`src/rtl/seq_run_logger.sv`:
```
// Measures each contiguous Y-high run in clock cycles and queues the lengths in a
// small FIFO drained by a valid/ready reader; counts completed runs and flags drops.
module seq_run_logger #(
  parameter int LEN_W = 8,
  parameter int DEPTH = 4,
  parameter int CNT_W = 16
) (
  input  logic             clk,
  input  logic             rst,
  input  logic             Y,
  input  logic             clr,
  output logic             out_valid,
  input  logic             out_ready,
  output logic [LEN_W-1:0] out_len,
  output logic [CNT_W-1:0] evt_count,
  output logic             ovf,
  output logic             busy
);

  localparam int PTR_W = $clog2(DEPTH);
  localparam int OCC_W = PTR_W + 1;

  typedef enum logic [1:0] {
    IDLE    = 2'd0,
    RUN     = 2'd1,
    DISCARD = 2'd2
  } state_t;

  state_t           state, state_nxt;
  logic [LEN_W-1:0] len, len_nxt;
  logic             complete;

  logic [LEN_W-1:0] mem [DEPTH];
  logic [PTR_W-1:0] wr_ptr, rd_ptr;
  logic [OCC_W-1:0] occ;
  logic             full, pop, push_ok, drop;

  // NOTE: sequential state uses non-blocking (<=) so every register samples pre-edge values.
  always_ff @(posedge clk or negedge rst) begin
    if (!rst) begin
      state <= IDLE;
      len   <= '0;
    end else begin
      state <= state_nxt;
      len   <= len_nxt;
    end
  end

  // NOTE: every comb output gets a default first so no path leaves it unassigned (no latch).
  always_comb begin
    state_nxt = state;
    len_nxt   = len;
    complete  = 1'b0;
    if (clr) begin
      // A run already in progress when clr hits is waited out in DISCARD, never logged.
      state_nxt = Y ? DISCARD : IDLE;
      len_nxt   = '0;
    end else begin
      case (state)
        IDLE: begin
          if (Y) begin
            state_nxt = RUN;
            len_nxt   = LEN_W'(1);
          end
        end
        RUN: begin
          if (Y) begin
            if (len != '1) len_nxt = len + 1'b1;
          end else begin
            complete  = 1'b1;
            state_nxt = IDLE;
          end
        end
        DISCARD: begin
          if (!Y) state_nxt = IDLE;
        end
        default: state_nxt = IDLE;
      endcase
    end
  end

  assign full      = (occ == OCC_W'(DEPTH));
  assign out_valid = (occ != '0);
  assign pop       = out_valid && out_ready;
  // When full, a same-cycle pop frees the head slot, which is exactly where the tail points.
  assign push_ok   = complete && (!full || pop);
  assign drop      = complete && full && !pop;

  always_ff @(posedge clk or negedge rst) begin
    if (!rst) begin
      wr_ptr <= '0;
      rd_ptr <= '0;
      occ    <= '0;
    end else if (clr) begin
      wr_ptr <= '0;
      rd_ptr <= '0;
      occ    <= '0;
    end else begin
      if (push_ok) wr_ptr <= wr_ptr + 1'b1;
      if (pop)     rd_ptr <= rd_ptr + 1'b1;
      case ({push_ok, pop})
        2'b10:   occ <= occ + 1'b1;
        2'b01:   occ <= occ - 1'b1;
        default: occ <= occ;
      endcase
    end
  end

  // NOTE: storage is not reset; out_len is masked by occupancy so stale words never show.
  always_ff @(posedge clk) begin
    if (push_ok) mem[wr_ptr] <= len;
  end

  always_ff @(posedge clk or negedge rst) begin
    if (!rst) begin
      evt_count <= '0;
      ovf       <= 1'b0;
    end else if (clr) begin
      evt_count <= '0;
      ovf       <= 1'b0;
    end else begin
      if (complete && evt_count != '1) evt_count <= evt_count + 1'b1;
      if (drop) ovf <= 1'b1;
    end
  end

  assign out_len = out_valid ? mem[rd_ptr] : '0;
  assign busy    = (state == RUN);

endmodule
```
`config.mk`:
```
export PLATFORM = sky130hd
export DESIGN_NAME = seq_run_logger
export DESIGN_NICKNAME = d
export VERILOG_FILES = /design/src/rtl/seq_run_logger.sv
export SDC_FILE = /design/constraint.sdc
export NUM_CORES = 1
export LEC_CHECK = 0
export BUFFER_PORTS_ARGS = -buffer_cell sky130_fd_sc_hd__buf_4
export CAP_MARGIN = 20
export CORE_UTILIZATION = 40
export CTS_BUF_LIST = sky130_fd_sc_hd__clkbuf_4 sky130_fd_sc_hd__clkbuf_8 sky130_fd_sc_hd__clkbuf_16
export DETAILED_ROUTE_END_ITERATION = 16
export PLACE_DENSITY = 0.54
export SYNTH_ARGS = -nofsm -noshare
export SYNTH_HDL_FRONTEND = slang
export SYNTH_SLANG_ARGS = --single-unit
```
`constraint.sdc`:
```
create_clock -name clk -period 5.05 [get_ports clk]
set_input_delay 0.7575 -clock clk [delete_from_list [all_inputs] [get_ports clk]]
set_output_delay 0.7575 -clock clk [all_outputs]
set_load 0.1 [all_outputs]
```
# [Word level (Yosys, flattened, before mapping)]
# Memories as Yosys holds them, arrays and structs flattened.
# Index checks and enable logic that the tools add are counted.
[totals] ff_bits=34 ramBits=32 in_bits=5 n_memories=1
[op_classes] add_sub_neg=6 n_eq_ne=11 muxes=26 reduce_logical=19
[memory_table] memory="mem" words=4 width=8 read_ports=1 rd_clocked_by_memory_dff=0 write_ports=1 line_no="33" text="logic [LEN_W-1:0] mem [DEPTH];"
[op_table] op="2-to-1 mux 8 bit" count=5
[op_table] op="2-to-1 mux 16 bit" count=2
[op_table] op="adder 16 x 1 -> 16 bit, second input constant" count=1
[op_table] op="2-to-1 mux 2 bit" count=8
[op_table] op="!= test 16 bit, second input constant" count=1
[op_table] op="case mux 8 bit (2 select lines)" count=1
[op_table] op="nonzero test 3 bit" count=3
[op_table] op="adder 8 x 1 -> 8 bit, second input constant" count=1
[op_table] op="!= test 8 bit, second input constant" count=1
[op_table] op="nonzero test 2 bit" count=4
[op_table] op="2-to-1 mux 1 bit" count=7
[op_table] op="!= test 3 x 2 -> 1 bit, second input constant" count=2
[op_table] op="!= test 3 bit, second input constant" count=2
[op_table] op="case mux 3 bit (2 select lines)" count=1
[op_table] op="logical AND 1 bit" count=5
[op_table] op="adder 2 x 1 -> 2 bit, second input constant" count=2
[op_table] op="equality test 2 x 1 -> 1 bit, second input constant" count=2
[op_table] op="equality test 2 bit, second input constant" count=2
[op_table] op="case mux 2 bit (2 select lines)" count=1
[op_table] op="AND reduction 4 bit" count=1
[op_table] op="adder 3 x 1 -> 3 bit, second input constant" count=1
[op_table] op="equality test 3 bit, second input constant" count=1
[op_table] op="2-to-1 mux 3 bit" count=1
[op_table] op="subtractor 3 x 1 -> 3 bit, second input constant" count=1
[op_table] op="5 further kinds" count=6

# [Depth between registers and ports, before layout]
# Gate-level depths: netlist of the first run.
[logic_depth] ltp_word=7 ltp_mapped=8 ltp_nobuf=8

# [Least setup slack after synthesis of the first run]
# No wires, ideal clock.
[synth_timing] path_kind="reg2out" startpoint="reg occ[0]" endpoint="out out_len[0]" t_arrival_ns=2.390 path_slack_ns=1.903 path_stages_with_launch=4 path_buffers=1 path_cell_list="dfrtp_1 -> or3_1 -> clkbuf_1 -> and2_1"
[synth_via] elab_chain_cells=2
[synth_rtl] item="start, declared" line_no="35" text="logic [OCC_W-1:0] occ;"
[synth_rtl] item="start signal, assigned" line_no="102" text="2'b10: occ <= occ + 1'b1;"
[synth_rtl] item="start signal, assigned" line_no="103" text="2'b01: occ <= occ - 1'b1;"
[synth_rtl] item="nonzero test 3 bit" line_no="83" text="assign out_valid = (occ != '0);"
[synth_rtl] item="named net out_valid" line_no="12" text="output logic out_valid,"
[synth_rtl] item="2-to-1 mux 8 bit" line_no="127" text="assign out_len = out_valid ? mem[rd_ptr] : '0;"
[synth_rtl] item="end, declared" line_no="14" text="output logic [LEN_W-1:0] out_len,"
# The timed path passes the listed nets, and every way through them passes these cells.

# [Worst setup path in the final report of the first run]
[layout_timing] startpoint="reg rd_ptr[0]" endpoint="out out_len[1]"
[layout_via] elab_chain_cells=2
[layout_rtl] item="start, declared" line_no="34" text="logic [PTR_W-1:0] wr_ptr, rd_ptr;"
[layout_rtl] item="start signal, assigned" line_no="100" text="if (pop) rd_ptr <= rd_ptr + 1'b1;"
[layout_rtl] item="memory (4 x 8 bit)"
[layout_rtl] item="2-to-1 mux 8 bit" line_no="127"
# Every way passes these cells.

==> impl_metrics.py, run 1 <==
metrics = {
    "status": {
        "status": "completed",
    },
    "drt": {
        "drc": 0,
        "vias_per_cell": 5.46,
        "ant_nets": 0,
        "drt-total-wl_mm": 6.41,
        "vias": 2245,
        "post_drt_wl_per_cell_um": 15.6,
        "drt_iter0_drc": 123,
        "drt-pass1-iter-count": 4,
    },
    "setup_path": {
        "reg2reg_from": "state[1]",
        "slowest_delay_ns": 0.72,
        "worst_path_max_delay_cell": "dfrtp_1",
        "reg2reg_setup_slack_ns": 2.38,
        "crit_chain": "mux4_2, and2_1, buf_4",
        "critPathArrivalTime_ns": 2.03,
        "end_kind": "primary output",
        "cp.buffers_inverters": 1,
        "critical-path-top-delay-family": "flip-flops",
        "path_class": "reg2out",
        "reg2reg_depth": 6,
        "start_kind": "flip-flop",
        "rr_endpoint": "evt_count[11]",
        "cp.required_ns": 4.29,
        "crit_path_max_fanout": 10,
        "path_depth": 3,
    },
    "synthesis": {
        "synth_area_leaders": "edfxtp_1 (30%), dfrtp_1 (26%), mux4_2 (5.5%)",
        "synth_top_cell_area_share_pct": 29.6,
        "synth_cell_types": 46,
        "ys_warn_count": 0,
        "ys.flop_type": "dfrtp_1",
        "synthCells": 275,
        "ys_async_sr_fraction_pct": 51.5,
        "syn_nets": 289,
        "synth-seq-area-share_pct": 55.8,
        "synth_largest_area_cell": "edfxtp_1",
        "synth.cell_area_um2": 3250,
        "syn_area_per_cell_um2": 11.8,
        "ys_ff_latch": 66,
        "yosysMostFrequentCell": "dfrtp_1",
        "synth_common_cells": "dfrtp_1 (34), edfxtp_1 (32), nor2_1 (21)",
        "synth-edff-count": 32,
    },
    "floorplan": {
        "die_area_um2": 8490,
        "ios": 32,
        "die_w_um": 92.1,
        "initial_core_util_pct": 41.6,
        "die_y_um": 92.1,
        "core_area_um2": 7810,
        "placementRows": 32,
    },
    "timing": {
        "max_freq_mhz": 358,
        "report.final.hold_viol_count": 0,
        "layout_setup_ws_ns": 2.26,
        "maxSlewViolCount": 0,
        "relSlewSlack_pct": 59.8,
        "finalClockSkew_ns": 0.00623,
        "fin_tns_setup_ns": 0,
        "finalCritPeriodShare_pct": 55.3,
        "holdWs_ns": 0.366,
        "final-setup-viol-count": 0,
        "post-route-min-period_ns": 2.79,
        "worstMarginPinSlew_ns": 0.597,
        "rsz0062_at_grt": "no",
    },
    "clocking": {
        "htree_levels": 3,
        "cts_tree": "yes",
        "cts_resized": 0,
        "postCtsSetupBuffers": 0,
        "clk_pin_slew_ns": 0.07,
        "clkLatencyLatePin_ns": 0.33,
        "cts_root_buffer": "clkbuf_8",
        "cts_sinks": 66,
        "postCtsHoldBufs": 0,
        "cts_max_path_buffers": 2,
        "cts_buffers": 9,
    },
    "pwr": {
        "switchingPower_mw": 0.355,
        "power.density_nw_per_um2": 322,
        "clkPwrFrac_pct": 35.6,
        "vdd_drop_max_mv": 0.196,
        "p_int_mw": 0.848,
        "comb_power_share_pct": 15.5,
        "sequentialPowerShare_pct": 48.9,
        "p_leak_nw": 1.45,
        "swShare_pct": 29.5,
    },
    "placed_design": {
        "place_ws_ns": 2.16,
        "post-dp-hpwl_mm": 4.34,
        "io_buffers": 31,
        "place.gp.congestion": 0.740,
    },
    "global_routing": {
        "gr-total-overflow": 0,
        "grt_pass1_wl_mm": 10.3,
        "grt_max_degree": 35,
        "antenna_found_initial": 0,
        "grt_use_total_pct": 15.9,
        "grt_pass1_vias": 2066,
    },
    "final_layout": {
        "drive_above_1_share_pct": 21.4,
        "nNetsFinal": 318,
        "regArea_um2": 1810,
        "diodes": 0,
        "multi_input_area_um2": 1320,
        "area_growth_pct": 15.1,
        "final_util_pct": 47.9,
        "num-fill-cells": 729,
    },
    "flow_run": {
        "cap_violations": 0,
    },
    "worst_hold_path": {
        "hold_class": "in2async",
    },
}
[registers in the layout (all words and copies together), names as in the netlist]
name,count
mem,32
evt_count,16
len,8
occ,3
rd_ptr,2
state,2
wr_ptr,2
ovf,1
[cell usage in the layout (no fill, tap or decap), types with 3 or more instances in the layout]
master     n
a21oi_1   14
a31oi_1    3
and2_1    12
and3_1     3
buf_4     32
clkbuf_8   9
dfrtp_1   34
edfxtp_1  32
ha_1       8
inv_1     13
mux2_2     6
mux2i_1    3
mux4_2     8
nand2_1   17
nand3_1   14
nand4_1    5
nor2_1    21
nor2b_1    6
nor4_1     6
o21ai_0    7
o311ai_0   6
o31ai_1    6
o41ai_1    5
or3_1      4
or4_1      4
[stage by stage]
step	area [um^2]	instances	power, mW
final	3740	411	1.20
after global routing	3740	411	1.25
after CTS	3740	411	1.22
after detailed placement	3550	395	0.787
after global placement	3550	395	0.787
after floorplan	3250	275	0.745
[cell families (layout without fill, tap and decap cells)]
kind of cell / Yosys count / count (layout) / synth area share, %
AND/OR/NAND/NOR: 103 / 103 / 17.0
flip-flops: 66 / 66 / 55.8
AO/OA/AOI/OAI: 50 / 50 / 10.5
buffers and inverters: 27 / 61 / 3.70
multiplexers: 17 / 17 / 8.55
adder cells (fa/ha/maj): 9 / 9 / 3.70
XOR/XNOR: 3 / 3 / 0.809
[how the worst max path moves through the flow]
stage | from | end | slack, ns
floorplan | occ[0] | out_len[0] | 1.90
global placement | clr | evt_count[11] | 2.19
detailed placement | clr | evt_count[11] | 2.16
CTS | rd_ptr[0] | out_len[1] | 2.19
global route | rd_ptr[0] | out_len[5] | 2.15
finish | rd_ptr[0] | out_len[1] | 2.26
[power groups by stage]
stage	Sequential [mW]	Combinational (mW)	Clock, mW
2_1_floorplan	0.593	0.153	0
3_3_place_gp	0.600	0.187	0
3_5_place_dp	0.600	0.187	0
4_1_cts	0.589	0.188	0.445
5_1_grt	0.590	0.198	0.461
6_report	0.588	0.186	0.428
[metal layers]
| metal | wire, um | vias up | GRT usage (%) |
|---|---|---|---|
| met5 | 0 | - | 0 |
| met4 | 43 | 0 | 3.52 |
| met3 | 232 | 5 | 5.47 |
| met2 | 3010 | 44 | 25.3 |
| met1 | 3120 | 1104 | 21.1 |
| li1 | - | 1092 | - |
[cell type report]
class / count / area share (%)
flip-flops and latches: 66 / 48.4
multi-input cells: 182 / 35.2
repair buffers: 32 / 6.42
well taps: 102 / 3.41
clock buffers: 9 / 3.31
clock inverters: 7 / 1.87
inverters: 13 / 1.30
Power figures use the tool's default switching activity.
==> run 2, diff against run 1 <==
clock period = 2.85 ns   (was 5.05 ns; I/O delays follow)
==> run 2 against run 1 <==
  * Global-route usage is 0.40 points higher
  * Critical endpoint is now out_len[3]
  * Power increased by 80%
  * Flip-flop and latch count stayed put
  * First-iteration DRC count down 15%
  * Sequential share of layout area down 0.51 points
  * Cell area grew 1.1%
  * Clock power rose by 84%
  * Non-clock buffer count up 4
  * Clock skew is essentially flat
  * Utilization is 0.51 points higher
==> impl_metrics.py, run 2 (synthesis results as in run 1) <==
metrics = {
    "status": {
        "status": "completed",
    },
    "clocking": {
        "cts_resized": 0,
        "clkLatencyLatePin_ns": 0.34,
        "postCtsHoldBufs": 0,
        "htree_levels": 3,
        "cts_max_path_buffers": 2,
        "cts_sinks": 66,
        "cts_buffers": 9,
        "postCtsSetupBuffers": 0,
        "cts_tree": "yes",
        "clk_pin_slew_ns": 0.07,
        "cts_root_buffer": "clkbuf_8",
    },
    "timing": {
        "worstMarginPinSlew_ns": 0.582,
        "rsz0062_at_grt": "no",
        "max_freq_mhz": 407,
        "fin_tns_setup_ns": 0,
        "maxSlewViolCount": 0,
        "final-setup-viol-count": 0,
        "holdWs_ns": 0.0356,
        "relSlewSlack_pct": 61.2,
        "finalCritPeriodShare_pct": 86.2,
        "finalClockSkew_ns": 0.00588,
        "post-route-min-period_ns": 2.46,
        "report.final.hold_viol_count": 0,
    },
    "final_layout": {
        "diodes": 0,
        "largest-register": "mem",
        "area_growth_pct": 16.3,
        "nNetsFinal": 322,
        "fin_area_um2": 3780,
        "top_regs": "mem x32, evt_count x16, len x8",
        "largest_reg_flops": 32,
        "multi_input_area_um2": 1320,
        "regArea_um2": 1810,
        "final_common_cell": "buf_4",
        "num-fill-cells": 719,
        "drive_above_1_share_pct": 23.3,
        "final_cell_mix": "buf_4 (36), dfrtp_1 (34), edfxtp_1 (32)",
        "final_util_pct": 48.4,
    },
    "placed_design": {
        "io_buffers": 31,
        "placed_area_um2": 3580,
        "place.gp.congestion": 0.772,
        "post-dp-hpwl_mm": 4.50,
    },
    "setup_path": {
        "endpoint": "out_len[3]",
        "reg2reg_setup_slack_ns": 0.47,
        "reg2reg_from": "state[1]",
        "rr_endpoint": "mem[3][2]",
        "reg2reg_depth": 5,
        "start_kind": "flip-flop",
        "critPathLaunch": "rd_ptr[0]",
        "end_kind": "primary output",
        "path_class": "reg2out",
        "cp.required_ns": 2.42,
        "crit_path_max_fanout": 10,
        "critPathArrivalTime_ns": 2.03,
    },
    "floorplan": {
        "core_area_um2": 7810,
        "initial_core_util_pct": 41.6,
        "die_area_um2": 8490,
        "die_y_um": 92.1,
        "placementRows": 32,
        "die_w_um": 92.1,
        "ios": 32,
    },
    "pwr": {
        "power.density_nw_per_um2": 573,
        "p_leak_nw": 1.48,
        "fin_total_pwr_mw": 2.16,
        "vdd_drop_max_mv": 0.213,
    },
    "flow_run": {
        "cap_violations": 0,
    },
    "drt": {
        "drt-total-wl_mm": 6.35,
        "post_drt_wl_per_cell_um": 15.3,
        "drt-pass1-iter-count": 4,
        "drt_iter0_drc": 105,
        "ant_nets": 0,
        "drc": 0,
        "vias": 2268,
        "vias_per_cell": 5.47,
    },
    "global_routing": {
        "gr-total-overflow": 0,
        "grt_pass1_vias": 2082,
        "grt_max_degree": 35,
        "grt_use_total_pct": 16.3,
        "grt_pass1_wl_mm": 10.5,
        "antenna_found_initial": 0,
    },
    "worst_hold_path": {
        "hold_class": "in2async",
    },
}
[run 2: report_power, final]
group	switching, mW	internal [mW]
clock network	0.378	0.411
registers	0.0296	1.01
logic	0.241	0.0934
[run 2: cell type report]
class / count / share of cell area, %
tap: 102 / 3.38
clock buffer: 9 / 3.28
inverter: 13 / 1.29
multi-input combinational: 182 / 34.9
clock inverter: 7 / 2.05
sequential: 66 / 47.9
timing repair buffer: 36 / 7.15
[run 2: metal layers]
metal	track usage, %	share of wire (%)	vias up
met4	7.42	1.4	0
met5	0	0	-
li1	-	-	1103
met3	3.73	4.6	8
met1	23.8	50	1110
met2	23.1	44	47
[run 2: worst min-delay path by stage]
stage                     cells past startpoint            to  slack, ns
final                                         1        occ[0]       0.04
after global routing                          1        occ[0]       0.06
after floorplan                               0  evt_count[0]       0.13
after detailed placement                      1        occ[0]       0.41
after CTS                                     1        occ[0]       0.04
after global placement                        1        occ[0]       0.41
[run 2: metrics by stage]
stage,cells,setup slack [ns]
after floorplan,275,0.0328
after global placement,399,0.488
after detailed placement,399,0.446
after CTS,415,0.336
after global routing,415,0.263
final,415,0.393
[run 2: worst max-delay path, cell delays in order, from the launching register on]
cell,delay [ns]
dfrtp_1,0.71
mux4_2,0.57
and2_1,0.17
buf_4,0.23
==> run 3, diff against run 2 <==
BUFFER_PORTS_ARGS = not set   (was -buffer_cell sky130_fd_sc_hd__buf_4)
DONT_BUFFER_PORTS = 1   (was not set)
==> run 3 against run 2 <==
  * Final cell count fell by 0.96%
  * Setup slack worse by 0.14 ns
  * Hold slack improved by 0.10 ns
  * Utilization is 0.19 points lower
  * Die area is the same
  * Combinational power decreased by 4%
  * Sequential power barely moved
  * Power is 0.28% lower
  * Non-clock buffer count down 4
  * Sequential share of layout area up 0.19 points
  * Register-to-register slack got worse by 0.22 ns
  * Critical path depth up 7
  * Critical endpoint is now occ[2]
  * Largest power group unchanged
==> impl_metrics.py, run 3 (synthesis results as in run 1) <==
metrics = {
    "status": {
        "status": "completed",
    },
    "floorplan": {
        "die_w_um": 92.1,
        "die_area_um2": 8490,
        "ios": 32,
        "core_area_um2": 7810,
        "placementRows": 32,
        "initial_core_util_pct": 41.6,
        "die_y_um": 92.1,
    },
    "setup_path": {
        "slowest_delay_ns": 0.43,
        "critical_path.most_common_cell": "buf_4",
        "reg2reg_from": "state[1]",
        "path_class": "reg2reg",
        "rr_endpoint": "occ[2]",
        "reg2reg_depth": 10,
        "reg2reg_setup_slack_ns": 0.25,
        "crit_path_max_fanout": 10,
        "cp.buffers_inverters": 3,
        "cp.required_ns": 3.08,
        "critPathArrivalTime_ns": 2.82,
        "start_kind": "flip-flop",
        "end_kind": "flip-flop",
        "crit_chain": "inv_1, ha_2, buf_4, nor3b_2, buf_4, nor2_1, fa_1, or3_1, nand3b_1, a31oi_1",
        "critical-path-top-delay-family": "simple AND/OR/NAND/NOR gates",
        "worst_path_max_delay_cell": "fa_1",
    },
    "pwr": {
        "switchingPower_mw": 0.646,
        "vdd_drop_max_mv": 0.231,
        "p_leak_nw": 1.46,
        "swShare_pct": 29.9,
        "sequentialPowerShare_pct": 48.2,
        "comb_power_share_pct": 14.9,
        "power.density_nw_per_um2": 573,
        "p_int_mw": 1.51,
        "clkPwrFrac_pct": 36.9,
    },
    "placed_design": {
        "place.gp.congestion": 0.762,
        "post-dp-hpwl_mm": 4.43,
        "placed_area_um2": 3530,
        "place_ws_ns": 0.292,
        "io_buffers": 0,
    },
    "drt": {
        "drt_iter0_drc": 130,
        "vias": 2228,
        "post_drt_wl_per_cell_um": 15.7,
        "ant_nets": 0,
        "drt-pass1-iter-count": 4,
        "drt-total-wl_mm": 6.44,
        "vias_per_cell": 5.42,
        "drc": 0,
    },
    "clocking": {
        "cts_tree": "yes",
        "clk_pin_slew_ns": 0.08,
        "cts_sinks": 66,
        "cts_max_path_buffers": 2,
        "cts_root_buffer": "clkbuf_8",
        "cts_buffers": 9,
        "clkLatencyLatePin_ns": 0.35,
        "htree_levels": 3,
    },
    "final_layout": {
        "num-fill-cells": 709,
        "multi_input_area_um2": 1320,
        "diodes": 0,
        "regArea_um2": 1810,
        "fin_area_um2": 3760,
        "nNetsFinal": 318,
        "largest-register": "mem",
        "drive_above_1_share_pct": 22.0,
        "top_regs": "mem x32, evt_count x16, len x8",
        "area_growth_pct": 15.9,
        "largest_reg_flops": 32,
        "final_common_cell": "dfrtp_1",
        "final_cell_mix": "dfrtp_1 (34), edfxtp_1 (32), buf_4 (30)",
        "final_util_pct": 48.2,
    },
    "timing": {
        "relSlewSlack_pct": 40.1,
        "max_freq_mhz": 385,
        "finalClockSkew_ns": 0.0101,
        "layout_setup_ws_ns": 0.251,
        "rsz0062_at_grt": "no",
        "final-setup-viol-count": 0,
        "maxSlewViolCount": 0,
        "report.final.hold_viol_count": 0,
        "finalCritPeriodShare_pct": 91.2,
        "worstMarginPinSlew_ns": 0.899,
        "fin_tns_setup_ns": 0,
        "post-route-min-period_ns": 2.60,
    },
    "global_routing": {
        "antenna_found_initial": 0,
        "grt_use_total_pct": 17.3,
        "grt_max_degree": 35,
        "grt_pass1_wl_mm": 11.3,
        "grt_pass1_vias": 2237,
        "gr-total-overflow": 0,
    },
    "worst_hold_path": {
        "hold_start": "clr",
        "whs_path_depth": 1,
        "hold_class": "in2reg",
        "min_to": "evt_count[11]",
    },
    "flow_run": {
        "cap_violations": 0,
    },
}
-- run 3: cell count changes in the layout (fill, tap and decap cells not counted), sizes merged --
| cell | change |
|---|---|
| buf | -5 |
| inv | -1 |
| dlygate4sd3 | +1 |
| clkinv | +1 |
-- run 3: power groups by stage --
stage / sequential, mW / combinational, mW / clock [mW]
after floorplan: 1.05 / 0.272 / 0
after global placement: 1.06 / 0.307 / 0
after detailed placement: 1.06 / 0.309 / 0
after CTS: 1.04 / 0.325 / 0.817
after global routing: 1.05 / 0.346 / 0.856
final: 1.04 / 0.322 / 0.796
-- run 3: worst max path at each step --
stage,start,to,cells past startpoint
global route,state[1],occ[2],10
CTS,state[1],occ[2],10
detailed placement,state[1],occ[2],10
global placement,state[1],occ[2],10
floorplan,occ[0],out_len[0],3
finish,state[1],occ[2],10
-- run 3: layer usage --
layer | global-route usage [%] | up-vias | share of wire, %
met5 | 0 | - | 0
met4 | 9.38 | 0 | 1.5
met3 | 4.23 | 9 | 4.8
met2 | 26.0 | 47 | 46
met1 | 23.1 | 1079 | 48
li1 | - | 1093 | -
-- run 3: repair_timing --
action | in CTS | in global routing
hold buffers | 2 | 0
hold endpoints to repair | 34 | 0
gates resized for setup | 0 | 0
setup buffers | 0 | 0
-- run 3: per-stage QoR --
stage          hold WS [ns]  power, mW  instances
2_1_floorplan         0.132       1.32        275
3_3_place_gp          0.133       1.37        393
6_report              0.138       2.16        411
3_5_place_dp          0.133       1.37        393
5_1_grt               0.119       2.25        411
4_1_cts               0.121       2.18        411
-- run 3: final cells by class --
cell class / instances / share of cell area [%]
clock inverter: 7 / 2.06
inverter: 13 / 1.30
sequential: 66 / 48.1
timing repair buffer: 32 / 6.78
multi-input combinational: 182 / 35.1
tap: 102 / 3.39
clock buffer: 9 / 3.29
